$ cat src/rtl/mem_bank_arbiter_if.sv
// Request/response bundle between requesters and the memory bank arbiter.
//   master : requester side; drives read/write requests and receives grants and read data
//   slave  : arbiter side; receives requests and drives grants and read data
// All per-requester fields are packed arrays indexed by requester number.
interface mem_bank_arbiter_if #(
    parameter int unsigned REQUESTERS = 3,
    parameter int unsigned DATA_WIDTH = 32,
    parameter int unsigned ADDR_WIDTH = 4
);
    logic [REQUESTERS-1:0][ADDR_WIDTH-1:0] r_addr;
    logic [REQUESTERS-1:0]                 r_avalid;
    logic [REQUESTERS-1:0]                 r_aready;
    logic [REQUESTERS-1:0]                 r_dvalid;
    logic [REQUESTERS-1:0][DATA_WIDTH-1:0] r_data;
    logic [REQUESTERS-1:0][ADDR_WIDTH-1:0] w_addr;
    logic [REQUESTERS-1:0][DATA_WIDTH-1:0] w_data;
    logic [REQUESTERS-1:0]                 w_valid;
    logic [REQUESTERS-1:0]                 w_ready;

    modport master (
        output r_addr, r_avalid, w_addr, w_data, w_valid,
        input  r_aready, r_dvalid, r_data, w_ready
    );

    modport slave (
        input  r_addr, r_avalid, w_addr, w_data, w_valid,
        output r_aready, r_dvalid, r_data, w_ready
    );
endinterface

$ cat src/rtl/mem_bank_arbiter.sv
// Single-port memory bank shared by REQUESTERS read/write ports.
// One access per cycle: independent round-robin pointers pick a read and a write candidate,
// and a last-type flag alternates between read and write when both are pending.
// Read data returns DATA_LAT cycles after accept through an in-order response pipeline.
// Ports:
//   clk  : clock, rising edge
//   rst  : synchronous active-high reset
//   bus  : request/response bundle (slave side), see mem_bank_arbiter_if
module mem_bank_arbiter #(
    parameter int unsigned REQUESTERS = 3,
    parameter int unsigned DATA_WIDTH = 32,
    parameter int unsigned ADDR_WIDTH = 4,
    parameter int unsigned DATA_LAT   = 2
) (
    input logic               clk,
    input logic               rst,
    mem_bank_arbiter_if.slave bus
);
    localparam int unsigned IdxW  = (REQUESTERS > 1) ? $clog2(REQUESTERS) : 1;
    localparam int unsigned Depth = 2 ** ADDR_WIDTH;

    logic [DATA_WIDTH-1:0] mem [Depth];

    logic [IdxW-1:0] rd_ptr_q, rd_ptr_d, wr_ptr_q, wr_ptr_d;
    logic [IdxW-1:0] rd_idx, wr_idx;
    logic            rd_any, wr_any;
    logic            grant_r, grant_w;
    logic            last_read_q, last_read_d;

    // Response pipeline: one entry per latency stage.
    logic [DATA_LAT-1:0]                 pv_q;
    logic [DATA_LAT-1:0][IdxW-1:0]       pidx_q;
    logic [DATA_LAT-1:0][DATA_WIDTH-1:0] pdata_q;
    logic [REQUESTERS-1:0][DATA_WIDTH-1:0] r_data_q;
    logic [REQUESTERS-1:0]                 dvalid;

    function automatic logic [IdxW-1:0] next_ptr(input logic [IdxW-1:0] p);
        return (p == IdxW'(REQUESTERS - 1)) ? '0 : p + 1'b1;
    endfunction

    // Round-robin candidate search starting at each pointer.
    always_comb begin
        logic [IdxW-1:0] rc;
        logic [IdxW-1:0] wc;
        rc     = '0;
        wc     = '0;
        rd_any = 1'b0;
        wr_any = 1'b0;
        rd_idx = '0;
        wr_idx = '0;
        for (int k = 0; k < int'(REQUESTERS); k++) begin
            rc = IdxW'((int'(rd_ptr_q) + k) % int'(REQUESTERS));
            wc = IdxW'((int'(wr_ptr_q) + k) % int'(REQUESTERS));
            if (!rd_any && bus.r_avalid[rc]) begin
                rd_any = 1'b1;
                rd_idx = rc;
            end
            if (!wr_any && bus.w_valid[wc]) begin
                wr_any = 1'b1;
                wr_idx = wc;
            end
        end
    end

    // Read/write choice; ready is a pure function of valid, pointers and flag.
    always_comb begin
        grant_w      = ~rst & wr_any & (~rd_any | last_read_q);
        grant_r      = ~rst & rd_any & ~grant_w;
        bus.r_aready = '0;
        bus.w_ready  = '0;
        if (grant_r) bus.r_aready[rd_idx] = 1'b1;
        if (grant_w) bus.w_ready[wr_idx] = 1'b1;
        rd_ptr_d    = grant_r ? next_ptr(rd_idx) : rd_ptr_q;
        wr_ptr_d    = grant_w ? next_ptr(wr_idx) : wr_ptr_q;
        last_read_d = grant_r ? 1'b1 : (grant_w ? 1'b0 : last_read_q);
    end

    // Response outputs; r_data holds the last delivered word per requester.
    always_comb begin
        dvalid = '0;
        if (pv_q[DATA_LAT-1]) dvalid[pidx_q[DATA_LAT-1]] = 1'b1;
        bus.r_dvalid = dvalid;
        for (int i = 0; i < int'(REQUESTERS); i++) begin
            bus.r_data[i] = dvalid[i] ? pdata_q[DATA_LAT-1] : r_data_q[i];
        end
    end

    always_ff @(posedge clk) begin
        if (rst) begin
            rd_ptr_q    <= '0;
            wr_ptr_q    <= '0;
            last_read_q <= 1'b1;
            pv_q        <= '0;
            r_data_q    <= '0;
        end else begin
            rd_ptr_q    <= rd_ptr_d;
            wr_ptr_q    <= wr_ptr_d;
            last_read_q <= last_read_d;
            // No write can share the cycle, so the current array is the end-of-cycle value.
            pv_q[0]     <= grant_r;
            pidx_q[0]   <= rd_idx;
            pdata_q[0]  <= mem[bus.r_addr[rd_idx]];
            for (int k = 1; k < int'(DATA_LAT); k++) begin
                pv_q[k]    <= pv_q[k-1];
                pidx_q[k]  <= pidx_q[k-1];
                pdata_q[k] <= pdata_q[k-1];
            end
            for (int i = 0; i < int'(REQUESTERS); i++) begin
                if (dvalid[i]) r_data_q[i] <= pdata_q[DATA_LAT-1];
            end
        end
    end

    // Storage is deliberately left out of reset.
    always_ff @(posedge clk) begin
        if (grant_w) mem[bus.w_addr[wr_idx]] <= bus.w_data[wr_idx];
    end
endmodule

$ cat src/flat_wrapper.sv
// flat-port wrapper written by rule: the top's interface ports become plain ports
module mem_bank_arbiter_flat 
#(
    parameter int unsigned REQUESTERS = 3,
    parameter int unsigned DATA_WIDTH = 32,
    parameter int unsigned ADDR_WIDTH = 4,
    parameter int unsigned DATA_LAT   = 2
)
  (clk, rst, bus_r_addr, bus_r_avalid, bus_w_addr, bus_w_data, bus_w_valid, bus_r_aready, bus_r_dvalid, bus_r_data, bus_w_ready);
  mem_bank_arbiter_if #(.REQUESTERS(REQUESTERS), .DATA_WIDTH(DATA_WIDTH), .ADDR_WIDTH(ADDR_WIDTH)) bus_i ();
  input logic clk;
  input logic rst;
  input wire logic [$bits(bus_i.r_addr)-1:0] bus_r_addr;
  input wire logic [$bits(bus_i.r_avalid)-1:0] bus_r_avalid;
  input wire logic [$bits(bus_i.w_addr)-1:0] bus_w_addr;
  input wire logic [$bits(bus_i.w_data)-1:0] bus_w_data;
  input wire logic [$bits(bus_i.w_valid)-1:0] bus_w_valid;
  output wire logic [$bits(bus_i.r_aready)-1:0] bus_r_aready;
  output wire logic [$bits(bus_i.r_dvalid)-1:0] bus_r_dvalid;
  output wire logic [$bits(bus_i.r_data)-1:0] bus_r_data;
  output wire logic [$bits(bus_i.w_ready)-1:0] bus_w_ready;
  assign bus_i.r_addr = bus_r_addr;
  assign bus_i.r_avalid = bus_r_avalid;
  assign bus_i.w_addr = bus_w_addr;
  assign bus_i.w_data = bus_w_data;
  assign bus_i.w_valid = bus_w_valid;
  assign bus_r_aready = bus_i.r_aready;
  assign bus_r_dvalid = bus_i.r_dvalid;
  assign bus_r_data = bus_i.r_data;
  assign bus_w_ready = bus_i.w_ready;
  mem_bank_arbiter #(.REQUESTERS(REQUESTERS), .DATA_WIDTH(DATA_WIDTH), .ADDR_WIDTH(ADDR_WIDTH), .DATA_LAT(DATA_LAT)) u_core (.clk(clk), .rst(rst), .bus(bus_i));
endmodule
$ cat config.mk
export PLATFORM = sky130hd
export DESIGN_NAME = mem_bank_arbiter_flat
export DESIGN_NICKNAME = d
export VERILOG_FILES = /design/src/rtl/mem_bank_arbiter_if.sv /design/src/rtl/mem_bank_arbiter.sv /design/src/flat_wrapper.sv
export SDC_FILE = /design/constraint.sdc
export NUM_CORES = 1
export LEC_CHECK = 0
export CAP_MARGIN = 20
export CORE_ASPECT_RATIO = 1.25
export CORE_UTILIZATION = 28
export DETAILED_ROUTE_END_ITERATION = 12
export PLACE_DENSITY_LB_ADDON = 0.15
export SYNTH_ARGS = -nofsm -noshare
export SYNTH_HDL_FRONTEND = slang
export SYNTH_SLANG_ARGS = --single-unit
$ cat constraint.sdc
create_clock -name clk -period 5.16 [get_ports clk]
set_input_delay 1.29 -clock clk [delete_from_list [all_inputs] [get_ports clk]]
set_output_delay 1.29 -clock clk [all_outputs]
set_load 0.005 [all_outputs]
==> results.py <==
metrics = {
    "worst_setup_path": {
        "crit_fanout": 4,
        "crit_type": "in2out",
        "max_stage_delay_ns": 0.59,
        "start_kind": "input pin",
        "cpMaxStageDelayCell": "clkdlybuf4s50_1",
        "crit_chain": "clkdlybuf4s50_1 -> nor2b_1 -> a211o_1 -> a22oi_2 -> o211ai_1 -> nand2_1 -> nor3_1 -> clkdlybuf4s50_1",
        "crit_path_frequent_cell": "clkdlybuf4s50_1",
        "path_delay_family": "buffers and inverters",
        "required_ns": 3.87,
        "cp.arrival_ns": 3.74,
        "crit_path_end_kind": "primary output",
        "worst-path-buf-inv": 2,
    },
    "place": {
        "gp_congestion": 0.794,
        "hpwl_mm": 47.8,
        "place_inst": 3737,
        "postPlaceCellArea_sq_um": 33100,
        "portBuffers": 232,
    },
    "power_and_ir_drop": {
        "p_total_mw": 18.3,
        "combPwrFrac_pct": 30.0,
        "p_seq_share_pct": 42.4,
        "powerDensity_nw_per_um2": 517,
        "intPower_mw": 12.2,
        "swShare_pct": 33.5,
        "p_sw_mw": 6.12,
        "clockPowerShare_pct": 27.5,
        "ir_drop_mv": 0.242,
        "power.leakage_nw": 12.3,
    },
    "routing": {
        "dr.pass1.iters": 5,
        "post-route-drc-count": 0,
        "wl_mm": 85.9,
        "wl_per_cell_um": 22.2,
        "vias_per_cell": 4.96,
        "first_iter_violations": 1211,
        "ant_nets": 0,
        "vias": 19169,
    },
    "job": {
        "max-cap-violations": 0,
    },
    "outcome": {
        "status": "complete, no violations",
    },
    "clock_tree": {
        "cts_htree_levels": 3,
        "insertion_delay_ns": 0.63,
        "cts_root_buffer": "clkbuf_16",
        "cts_tree": "yes",
        "max-clock-path-buffers": 3,
        "cts_buffers": 71,
        "cts_setup_buffers": 0,
        "clkTransAtPathRegs_ns": 0.06,
        "cts_sinks": 683,
    },
    "grt": {
        "grt_pass1_vias": 19230,
        "grt_max_degree": 167,
        "gr-total-overflow": 0,
        "track_usage_pct": 16.7,
        "grt_pass1_wl_mm": 127,
        "antenna_found_initial": 1,
    },
    "yosys": {
        "synth_edf_count": 580,
        "ys_ff_latch": 683,
        "netlist_area_sq_um": 28300,
        "async_flop_share_pct": 0,
        "synth_cells": 2249,
        "yosysWarnings": 0,
        "synth-seq-area-share_pct": 68.8,
        "synthDistinctLibCells": 73,
        "post_synth.cell_area_avg_sq_um": 12.6,
        "ys.flop_type": "edfxtp_1",
        "syn-num-nets": 2384,
    },
    "sta": {
        "fin_worst_skew_ns": 0.0155,
        "fin_crit_sh_pct": 97.5,
        "finalSetupViolations": 0,
        "fin_crit_ns": 5.03,
        "slew_violations": 0,
        "relSlewSlack_pct": 38.2,
        "rsz0062_at_grt": "false",
        "hold_violations": 0,
        "fin_setup_tns_ns": 0,
        "clock.fmax_ghz": 0.199,
        "worstMarginPinSlew_ns": 0.927,
    },
    "layout": {
        "layout_common_cells": "edfxtp_1 (580), nand2_1 (398), clkdlybuf4s50_1 (232)",
        "final_common_cell": "edfxtp_1",
        "drive_gt1_share_pct": 11.5,
        "fin_util_pct": 35.2,
        "seq_area_sq_um": 19500,
        "design_area_sq_um": 35300,
        "layout.nets": 2626,
        "multi_input_area_sq_um": 8220,
        "fillers": 9665,
        "finalNonFillerCells": 3867,
        "syn_to_final_growth_pct": 24.7,
    },
    "floorplanning": {
        "dieArea_sq_um": 102000,
        "fp.dieW_um": 287,
        "start_util_pct": 28.2,
        "die_y_um": 358,
        "num_io_pins": 233,
        "rows": 130,
        "fp.coreArea_sq_um": 100000,
    },
    "hold_path": {
        "hold_class": "reg2reg",
    },
}
==> per-layer routing <==
metal,vias up,track usage (%),wire [um]
met5,-,0,0
met4,0,5.13,1790
met3,118,2.16,3870
met2,559,28.9,42200
met1,9560,21.5,38000
li1,8932,-,-
==> synthesized netlist by cell type, types with 33 or more instances <==
library cell / instances / area share (%)
mux2_2: 33 / 1.3
clkbuf_1: 118 / 1.6
a211o_1: 34 / 1.1
edfxtp_1: 580 / 61
a21oi_1: 68 / 1.2
and2_1: 96 / 2.1
nand3_1: 164 / 2.9
a211oi_1: 160 / 4.2
nand2_1: 400 / 5.3
o21ai_1: 48 / 0.85
buf_2: 37 / 0.65
mux2i_1: 39 / 1.4
dfxtp_1: 103 / 7.3
o21ai_0: 123 / 2.2
and3_1: 34 / 0.75
==> cell families after synthesis <==
logic type      Yosys count  share of synthesized area, %
compound gates          503                          11.9
fa+ha+maj                 7                         0.309
buf+inv                 188                          2.96
flops                   683                          68.8
mux                      73                          2.74
simple gates            795                          13.3
==> layout make-up <==
| cell class | instances | area share, % |
|---|---|---|
| repair buffers | 343 | 10.4 |
| flip-flops and latches | 683 | 55.1 |
| multi-input cells | 1378 | 23.3 |
| clock buffers | 88 | 5.30 |
| inverters | 14 | 0.163 |
| clock inverters | 40 | 1.06 |
| well taps | 1320 | 4.67 |
| diodes | 1 | 0.00708 |
==> sequential cells by signal (all words and copies together), names as in the netlist <==
signal	cells
u_core.last_read_q	1
u_core.mem	512
u_core.pdata_q	64
u_core.pidx_q	4
u_core.pv_q	2
u_core.r_data_q	96
u_core.rd_ptr_q	2
u_core.wr_ptr_q	2
==> power by group through the flow <==
stage,Clock (mW),Sequential (mW),Combinational [mW]
2_1_floorplan,0,7.75,3.06
3_3_place_gp,0,7.86,5.50
3_5_place_dp,0,7.87,5.58
4_1_cts,5.19,7.76,5.60
5_1_grt,5.39,7.81,6.00
6_report,5.03,7.76,5.49
==> worst paths after layout <==
| check | end | cells after the start | start | slack, ns |
|---|---|---|---|---|
| max reg2reg | u_core.pdata_q[17] | 12 | u_core.rd_ptr_q[0] | 1.22 |
| min | u_core.pdata_q[59] | 0 | u_core.pdata_q[27] | 0.42 |
| min reg2reg | u_core.pdata_q[59] | 0 | u_core.pdata_q[27] | 0.42 |
| max | bus_r_aready[1] | 8 | bus_r_avalid[0] | 0.13 |
==> worst reg2reg max path, stage by stage, from the launching register on <==
cell and delay [ns]:
dfxtp_1 0.39, inv_1 0.08, ha_1 0.43, or2_1 0.31, o221ai_2 0.30, o211ai_4 0.18, inv_2 0.12, mux2i_2 0.31
o21a_2 0.22, buf_12 0.35, a211oi_1 0.13, or4_1 0.61, a211o_1 0.26
==> through the flow <==
step | hold WS [ns] | worst slack, ns
2_1_floorplan | 0.400 | 0.154
3_3_place_gp | 0.402 | 0.143
3_5_place_dp | 0.408 | 0.123
4_1_cts | 0.423 | 0.0991
5_1_grt | 0.428 | 0.0201
6_report | 0.420 | 0.128
==> what timing repair did <==
action,CTS,global route
hold buffers,0,0
gates resized for setup,0,1
endpoints found under the setup margin,0,4
Power figures use the tool's default switching activity.
